## src/rtl/nibble_serial_adder16_if.sv

```systemverilog
// Operand/result handshake bundle for nibble_serial_adder16.
// Carries the optional sub input when NIBBLE_SERIAL_SUB_EN is defined.
interface nibble_serial_adder16_if #(
  parameter int unsigned N_NIB = 4
);
  localparam int unsigned W = 4 * N_NIB;

  logic         in_valid;
  logic         in_ready;
  logic [W-1:0] a;
  logic [W-1:0] b;
  logic         cin;
`ifdef NIBBLE_SERIAL_SUB_EN
  logic         sub;
`endif
  logic [W-1:0] sum;
  logic         cout;
  logic         out_valid;
  logic         out_ready;

  modport slave (
`ifdef NIBBLE_SERIAL_SUB_EN
    input  sub,
`endif
    input  in_valid,
    output in_ready,
    input  a,
    input  b,
    input  cin,
    output sum,
    output cout,
    output out_valid,
    input  out_ready
  );

  modport master (
`ifdef NIBBLE_SERIAL_SUB_EN
    output sub,
`endif
    output in_valid,
    input  in_ready,
    output a,
    output b,
    output cin,
    input  sum,
    input  cout,
    input  out_valid,
    output out_ready
  );
endinterface

```

## src/rtl/nibble_serial_adder16.sv

```systemverilog
// Nibble-serial adder: one 4-bit carry-lookahead slice processes one nibble per cycle.
// Define NIBBLE_SERIAL_SUB_EN to add the sub input (a - b using ~b and carry-in 1).
module nibble_serial_adder16 #(
  parameter int unsigned N_NIB = 4
) (
  input logic                      clk,
  input logic                      rst_n,
  nibble_serial_adder16_if.slave   bus_io
);
  localparam int unsigned W    = 4 * N_NIB;
  localparam int unsigned IdxW = (N_NIB > 1) ? $clog2(N_NIB) : 1;

  typedef enum logic [1:0] {StIdle, StRun, StDone} state_e;

  state_e            state_q, state_d;
  logic [W-1:0]      a_q, a_d;
  logic [W-1:0]      b_q, b_d;
  logic [W-1:0]      sum_q, sum_d;
  logic [IdxW-1:0]   idx_q, idx_d;
  logic              carry_q, carry_d;
  logic              cout_q, cout_d;

  logic [3:0] nib_a, nib_b, nib_g, nib_p, nib_c, nib_s;
  logic       nib_co;
  logic       last_nib;

  assign nib_a    = a_q[{idx_q, 2'b00} +: 4];
  assign nib_b    = b_q[{idx_q, 2'b00} +: 4];
  assign last_nib = (idx_q == IdxW'(N_NIB - 1));

  // 4-bit carry-lookahead slice; all carries expressed from generate/propagate and carry_q.
  always_comb begin
    nib_g  = nib_a & nib_b;
    nib_p  = nib_a ^ nib_b;
    nib_c  = {nib_g[2] | (nib_p[2] & nib_g[1]) | (nib_p[2] & nib_p[1] & nib_g[0]) |
                (nib_p[2] & nib_p[1] & nib_p[0] & carry_q),
              nib_g[1] | (nib_p[1] & nib_g[0]) | (nib_p[1] & nib_p[0] & carry_q),
              nib_g[0] | (nib_p[0] & carry_q),
              carry_q};
    nib_co = nib_g[3] | (nib_p[3] & nib_g[2]) | (nib_p[3] & nib_p[2] & nib_g[1]) |
             (nib_p[3] & nib_p[2] & nib_p[1] & nib_g[0]) |
             (nib_p[3] & nib_p[2] & nib_p[1] & nib_p[0] & carry_q);
    nib_s  = nib_p ^ nib_c;
  end

  always_comb begin
    state_d = state_q;
    a_d     = a_q;
    b_d     = b_q;
    sum_d   = sum_q;
    idx_d   = idx_q;
    carry_d = carry_q;
    cout_d  = cout_q;
    unique case (state_q)
      StIdle: begin
        if (bus_io.in_valid) begin
          a_d     = bus_io.a;
`ifdef NIBBLE_SERIAL_SUB_EN
          // Subtraction folds into the adder: invert b at capture and force carry-in.
          b_d     = bus_io.sub ? ~bus_io.b : bus_io.b;
          carry_d = bus_io.sub ? 1'b1 : bus_io.cin;
`else
          b_d     = bus_io.b;
          carry_d = bus_io.cin;
`endif
          idx_d   = '0;
          state_d = StRun;
        end
      end
      StRun: begin
        sum_d[{idx_q, 2'b00} +: 4] = nib_s;
        carry_d = nib_co;
        idx_d   = idx_q + IdxW'(1);
        if (last_nib) begin
          cout_d  = nib_co;
          state_d = StDone;
        end
      end
      StDone: begin
        if (bus_io.out_ready) state_d = StIdle;
      end
      default: state_d = StIdle;
    endcase
  end

  always_ff @(posedge clk or negedge rst_n) begin
    if (!rst_n) begin
      state_q <= StIdle;
      a_q     <= '0;
      b_q     <= '0;
      sum_q   <= '0;
      idx_q   <= '0;
      carry_q <= 1'b0;
      cout_q  <= 1'b0;
    end else begin
      state_q <= state_d;
      a_q     <= a_d;
      b_q     <= b_d;
      sum_q   <= sum_d;
      idx_q   <= idx_d;
      carry_q <= carry_d;
      cout_q  <= cout_d;
    end
  end

  assign bus_io.in_ready  = (state_q == StIdle);
  assign bus_io.out_valid = (state_q == StDone);
  assign bus_io.sum       = sum_q;
  assign bus_io.cout      = cout_q;
endmodule

```

## src/flat_wrapper.sv

```systemverilog
// flat-port wrapper written by rule: the top's interface ports become plain ports
module nibble_serial_adder16_flat 
#(
  parameter int unsigned N_NIB = 4
)
  (clk, rst_n, bus_io_in_valid, bus_io_in_ready, bus_io_a, bus_io_b, bus_io_cin, bus_io_sum, bus_io_cout, bus_io_out_valid, bus_io_out_ready);
  nibble_serial_adder16_if #(.N_NIB(N_NIB)) bus_io_i ();
  input logic clk;
  input logic rst_n;
  input wire logic [$bits(bus_io_i.in_valid)-1:0] bus_io_in_valid;
  output wire logic [$bits(bus_io_i.in_ready)-1:0] bus_io_in_ready;
  input wire logic [$bits(bus_io_i.a)-1:0] bus_io_a;
  input wire logic [$bits(bus_io_i.b)-1:0] bus_io_b;
  input wire logic [$bits(bus_io_i.cin)-1:0] bus_io_cin;
  output wire logic [$bits(bus_io_i.sum)-1:0] bus_io_sum;
  output wire logic [$bits(bus_io_i.cout)-1:0] bus_io_cout;
  output wire logic [$bits(bus_io_i.out_valid)-1:0] bus_io_out_valid;
  input wire logic [$bits(bus_io_i.out_ready)-1:0] bus_io_out_ready;
  assign bus_io_i.in_valid = bus_io_in_valid;
  assign bus_io_in_ready = bus_io_i.in_ready;
  assign bus_io_i.a = bus_io_a;
  assign bus_io_i.b = bus_io_b;
  assign bus_io_i.cin = bus_io_cin;
  assign bus_io_sum = bus_io_i.sum;
  assign bus_io_cout = bus_io_i.cout;
  assign bus_io_out_valid = bus_io_i.out_valid;
  assign bus_io_i.out_ready = bus_io_out_ready;
  nibble_serial_adder16 #(.N_NIB(N_NIB)) u_core (.clk(clk), .rst_n(rst_n), .bus_io(bus_io_i));
endmodule
```

## config.mk

```make
export PLATFORM = sky130hd
export DESIGN_NAME = nibble_serial_adder16_flat
export DESIGN_NICKNAME = d
export VERILOG_FILES = /design/src/rtl/nibble_serial_adder16_if.sv /design/src/rtl/nibble_serial_adder16.sv /design/src/flat_wrapper.sv
export SDC_FILE = /design/constraint.sdc
export NUM_CORES = 1
export LEC_CHECK = 0
export CORE_MARGIN = 8
export CORE_UTILIZATION = 45
export CTS_CLUSTER_SIZE = 10
export DETAILED_ROUTE_END_ITERATION = 6
export PLACE_DENSITY = 0.71
export SLEW_MARGIN = 20
export SYNTH_ARGS = -nofsm -noshare
export SYNTH_HDL_FRONTEND = slang
export SYNTH_SLANG_ARGS = --single-unit
export TNS_END_PERCENT = 5
```

## constraint.sdc

```tcl
create_clock -name clk -period 2.68 [get_ports clk]
set_input_delay 0.536 -clock clk [delete_from_list [all_inputs] [get_ports clk]]
set_output_delay 0.536 -clock clk [all_outputs]
set_load 0.005 [all_outputs]
```

==> results.md, run 1 <==
- The run finished with clean final reports.
- The HPWL after detailed placement is 4152 µm.
- The number of slew-limit violations in the final report is 0.
- The cell row count is 27.
- The maximum single-stage delay on the critical path is roughly 0.52 ns.
- The synthesized net count is ~240.
- The highest achievable clock rate is just under 400 MHz.
- After global routing the overflow that remains totals 0.
- The final non-filler cell area is 0.003338 mm².
- Dividing the final minimum period by the clock period gives 0.9454.
- The critical path starts at u_core.idx_q[0]$_DFFE_PN0P_.
- The number of clock buffers added by TritonCTS is 5.
- The I/O pin total is 56.
- The core region is approximately 0.0055 mm².
- Summed over all layers, the routed wires come to ~5300 µm.
- 0 antenna diodes ended up in the layout.
- In this run the static leakage power is approximately 1.4 nW.
- The critical path ends at u_core.bus_io.sum[3]$_DFFE_PN0P_.
- Dividing the detail-routed wire length by the instance count gives around 16 µm.
- Setup repair after global routing left no endpoint under its margin.
- The worst path meets setup with around 0.15 ns of slack.
- The critical path goes through buf_4, mux4_2, ha_1, and3_1, and2_1, o41ai_1.
- At the worst endpoint, the required time is ~2.9 ns.
- In this run, synthesis produced a sequential element count of between 50 and 60.
- The number of global-route vias before repair was about 1900.
- For this configuration, the core starts out at a cell density of 0.4668.
- The final hold violation count is 0.
- The count of unique library cells instantiated by Yosys is 35.
- In the synthesized netlist the dominant register cell turns out to be dfrtp_1.
- The yosys synthesis warning count is 0.
- The reg-to-reg critical path endpoint is u_core.bus_io.sum[3]$_DFFE_PN0P_.
- The cell with the largest stage delay on the worst path is mux4_2.
- The buffer and inverter count on the worst path is 1.
- The critical path start-end classification is flop to flop.
- The sequential cell area fraction in the yosys report is 0.5225.
- The total of endpoints with negative setup slack in the final report is 0.
- The chip width is approximately 90 µm.
- The net count of the finished layout is just over 300.
- The setup check on the worst reg-to-reg path leaves a slack of about 0.15 ns.
- The tool flagged a number of max-cap violations equal to 0.
- Registers take around 0.0014 mm².
- The worst-case clock skew is 0.003237 ns.
- The number of buffers inserted by port buffering is 55.
- The clock passes through at most 2 buffers.
- The pin count of the biggest net entering global routing is 36.
- The die covers approximately 0.0084 mm².
- Clock latency on the worst-skew pair, taken at its later pin, is around 0.30 ns.
- STA classifies the critical path endpoint as a flop.
- The total number of H-tree levels is 2.
- Once placement finished, the instance area stood at approximately 0.0032 mm².
- The worst register-to-register path has a depth of 6.
- In this run, synthesis inferred 0 flip-flops with an integrated enable.
- For the pin with the worst max-slew slack, the measured transition is around 0.60 ns.
- The number of fill cells is 460.
- For this run, asynchronously set or reset flops after synthesis account for 1.000.
- The post-placement worst setup slack is 0.1298 ns.
- After clock tree synthesis, the clock-pin slew on the worst setup and hold paths is ~0.09 ns.
- The arrival time at the worst endpoint is approximately 2.7 ns.
- In this run the remaining antenna-violating nets after routing total 0.
- The detailed router placed 1747 vias in this run.
- The via density per instance is 5.359.
- Measured against its own limit, the worst slew margin works out to 0.6011.
- The multi-input combinational cells in the finished layout cover a total of 0.001186 mm².
- The setup TNS is 0 ns.
- In the routed design, unresolved DRC markers number 0.
- The area of the mapped netlist is approximately 0.0026 mm².
- The first-pass detailed-route iteration total is 4.
- The synthesized netlist cell count is ~200.
- The CTS tree is built.
- The startpoint of the worst register-to-register path is u_core.idx_q[0]$_DFFE_PN0P_.
- After layout, the minimum clock period comes to between 2 and 3 ns.
- Relative to the synthesized area, the layout overhead comes to 29.08%.
- The fraction of final layout cells with drive strength greater than 1 is 0.2323.
- The number of antenna violations at the first check in global routing is 0.
- The root buffer cell chosen for the clock tree is clkbuf_8.
- Of all nets on the critical path, the largest fanout is 5.
- The kind of cell with the highest combined delay along the critical path is multiplexers.
- The classification of the worst-slack hold path is primary input to async pin.
- The overall die height is 91.81 µm.
- The depth of the critical timing path with buffers and inverters included is 6.
- The power per unit of standard cell area is around 1300 mW/mm².
- The overall track demand over capacity in global routing is 0.1373.
- The first global-routing pass estimated about 9400 µm of wire.
- The maximum ir drop on the vdd rail is 0.6247 mV.
- STA classifies the critical path startpoint as a flop.
- The synthesized area per cell is around 13 µm².
- CTS saw 54 sinks.
- The routability congestion estimate from global placement is between 0.7 and 0.8.
- The initial DRC count is between 100 and 150.
## through the flow
step | hold slack (ns) | instances | utilization | power, mW
2_1_floorplan | 0.2404 | 195 | - | 3.086
3_5_place_dp | 0.4699 | 319 | 0.5858 | 3.852
6_report | 0.2271 | 326 | 0.6025 | 4.328
5_1_grt | 0.2647 | 326 | 0.6025 | 4.708
3_3_place_gp | 0.4619 | 319 | 0.5858 | 3.763
4_1_cts | 0.2432 | 326 | 0.6003 | 4.287
## flip-flops by register name (all words and copies together) (netlist names)
| name | cells |
|---|---|
| u_core.state_q | 2 |
| u_core.bus_io.cout | 1 |
| u_core.idx_q | 2 |
| u_core.b_q | 16 |
| u_core.a_q | 16 |
| u_core.carry_q | 1 |
| u_core.bus_io.sum | 16 |
## worst min path at each step
stage / from / end / slack [ns]
2_1_floorplan: rst_n / u_core.a_q[0]$_DFFE_PN0P_ / 0.24
3_3_place_gp: u_core.bus_io.sum[10]$_DFFE_PN0P_ / u_core.bus_io.sum[10]$_DFFE_PN0P_ / 0.46
3_5_place_dp: u_core.bus_io.sum[13]$_DFFE_PN0P_ / u_core.bus_io.sum[13]$_DFFE_PN0P_ / 0.47
4_1_cts: rst_n / u_core.bus_io.sum[14]$_DFFE_PN0P_ / 0.24
5_1_grt: rst_n / u_core.bus_io.sum[14]$_DFFE_PN0P_ / 0.26
6_report: rst_n / u_core.bus_io.sum[0]$_DFFE_PN0P_ / 0.23
## cell type report
| type | count | share of cell area |
|---|---|---|
| multi-input combinational | 127 | 0.3553 |
| clock inverter | 1 | 0.002249 |
| timing repair buffer | 60 | 0.1822 |
| sequential | 54 | 0.4048 |
| inverter | 6 | 0.006747 |
| clock buffer | 6 | 0.02174 |
| tap | 72 | 0.02699 |
## per-layer routing
layer  routed length [µm]  share of wire  vias to the layer above  track usage
li1                     -              -                      833            -
met4                   78          0.015                        0      0.04295
met5                    0              0                        -            0
met2                 2492           0.47                       47       0.2065
met3                  320          0.060                        8      0.04645
met1                 2454           0.46                      859       0.1827
## where the power goes
group,internal [mW],leakage (nW),switching (mW)
clock,0.180,0.0373,0.250
sequential,1.19,0.667,0.265
combinational,1.24,0.687,1.21
total,2.61,1.39,1.72
## cell usage in the layout (no fill, tap or decap), drive strengths merged, types with 5 or more instances in the layout
master | netlist | layout
o21ai | 10 | 10
dfrtp | 54 | 54
o31ai | 5 | 5
clkbuf | 2 | 6
nand2 | 19 | 19
clkdlybuf4s50 | 0 | 54
inv | 6 | 6
ha | 11 | 11
mux2 | 32 | 32
buf | 6 | 6
nand3b | 6 | 6
mux4 | 8 | 8
## Yosys cell counts (2+ instances only)
cell | n | area [µm²]
o31ai_1 | 5 | 37.54
o41ai_1 | 3 | 26.28
a211oi_1 | 2 | 15.01
buf_4 | 3 | 22.52
dfrtp_1 | 54 | 1351
mux2_2 | 32 | 360.4
o21ai_0 | 10 | 50.05
inv_1 | 6 | 22.52
mux4_2 | 8 | 180.2
nand2_1 | 19 | 71.32
nor2_1 | 4 | 15.01
a22oi_1 | 2 | 15.01
clkbuf_1 | 2 | 7.510
buf_2 | 3 | 15.01
a21o_1 | 4 | 30.03
o22ai_1 | 3 | 18.77
nand3b_1 | 6 | 45.04
ha_1 | 11 | 137.6
nand3_1 | 2 | 10.01
## what timing repair did
item                       CTS  global route
hold buffers                 0             0
setup endpoints to repair    0             3
gates resized for setup      0             1
buffers inserted             0             0
## logic make-up (layout without fill, tap and decap cells)
kind of cell               Yosys count  count (layout)  synth area share
AOI/OAI and AO/OA                   33              33           0.09144
xor gates and xnor gates             1               1          0.003387
adders and majority gates           12              12           0.06096
buffers and inverters               14              73           0.02612
DFF                                 54              54            0.5225
muxes                               40              40            0.2090
and+or+nand+nor                     41              41           0.08660
Note: power is estimated with default switching activity, not from simulation.
==> run 2: changes to the inputs <==
Settings changed: ABC_AREA set to 0, SLEW_MARGIN 20 to unset.
==> results of run 2 <==
Same layout as run 1: the final DEF is identical, and so are final timing and power.
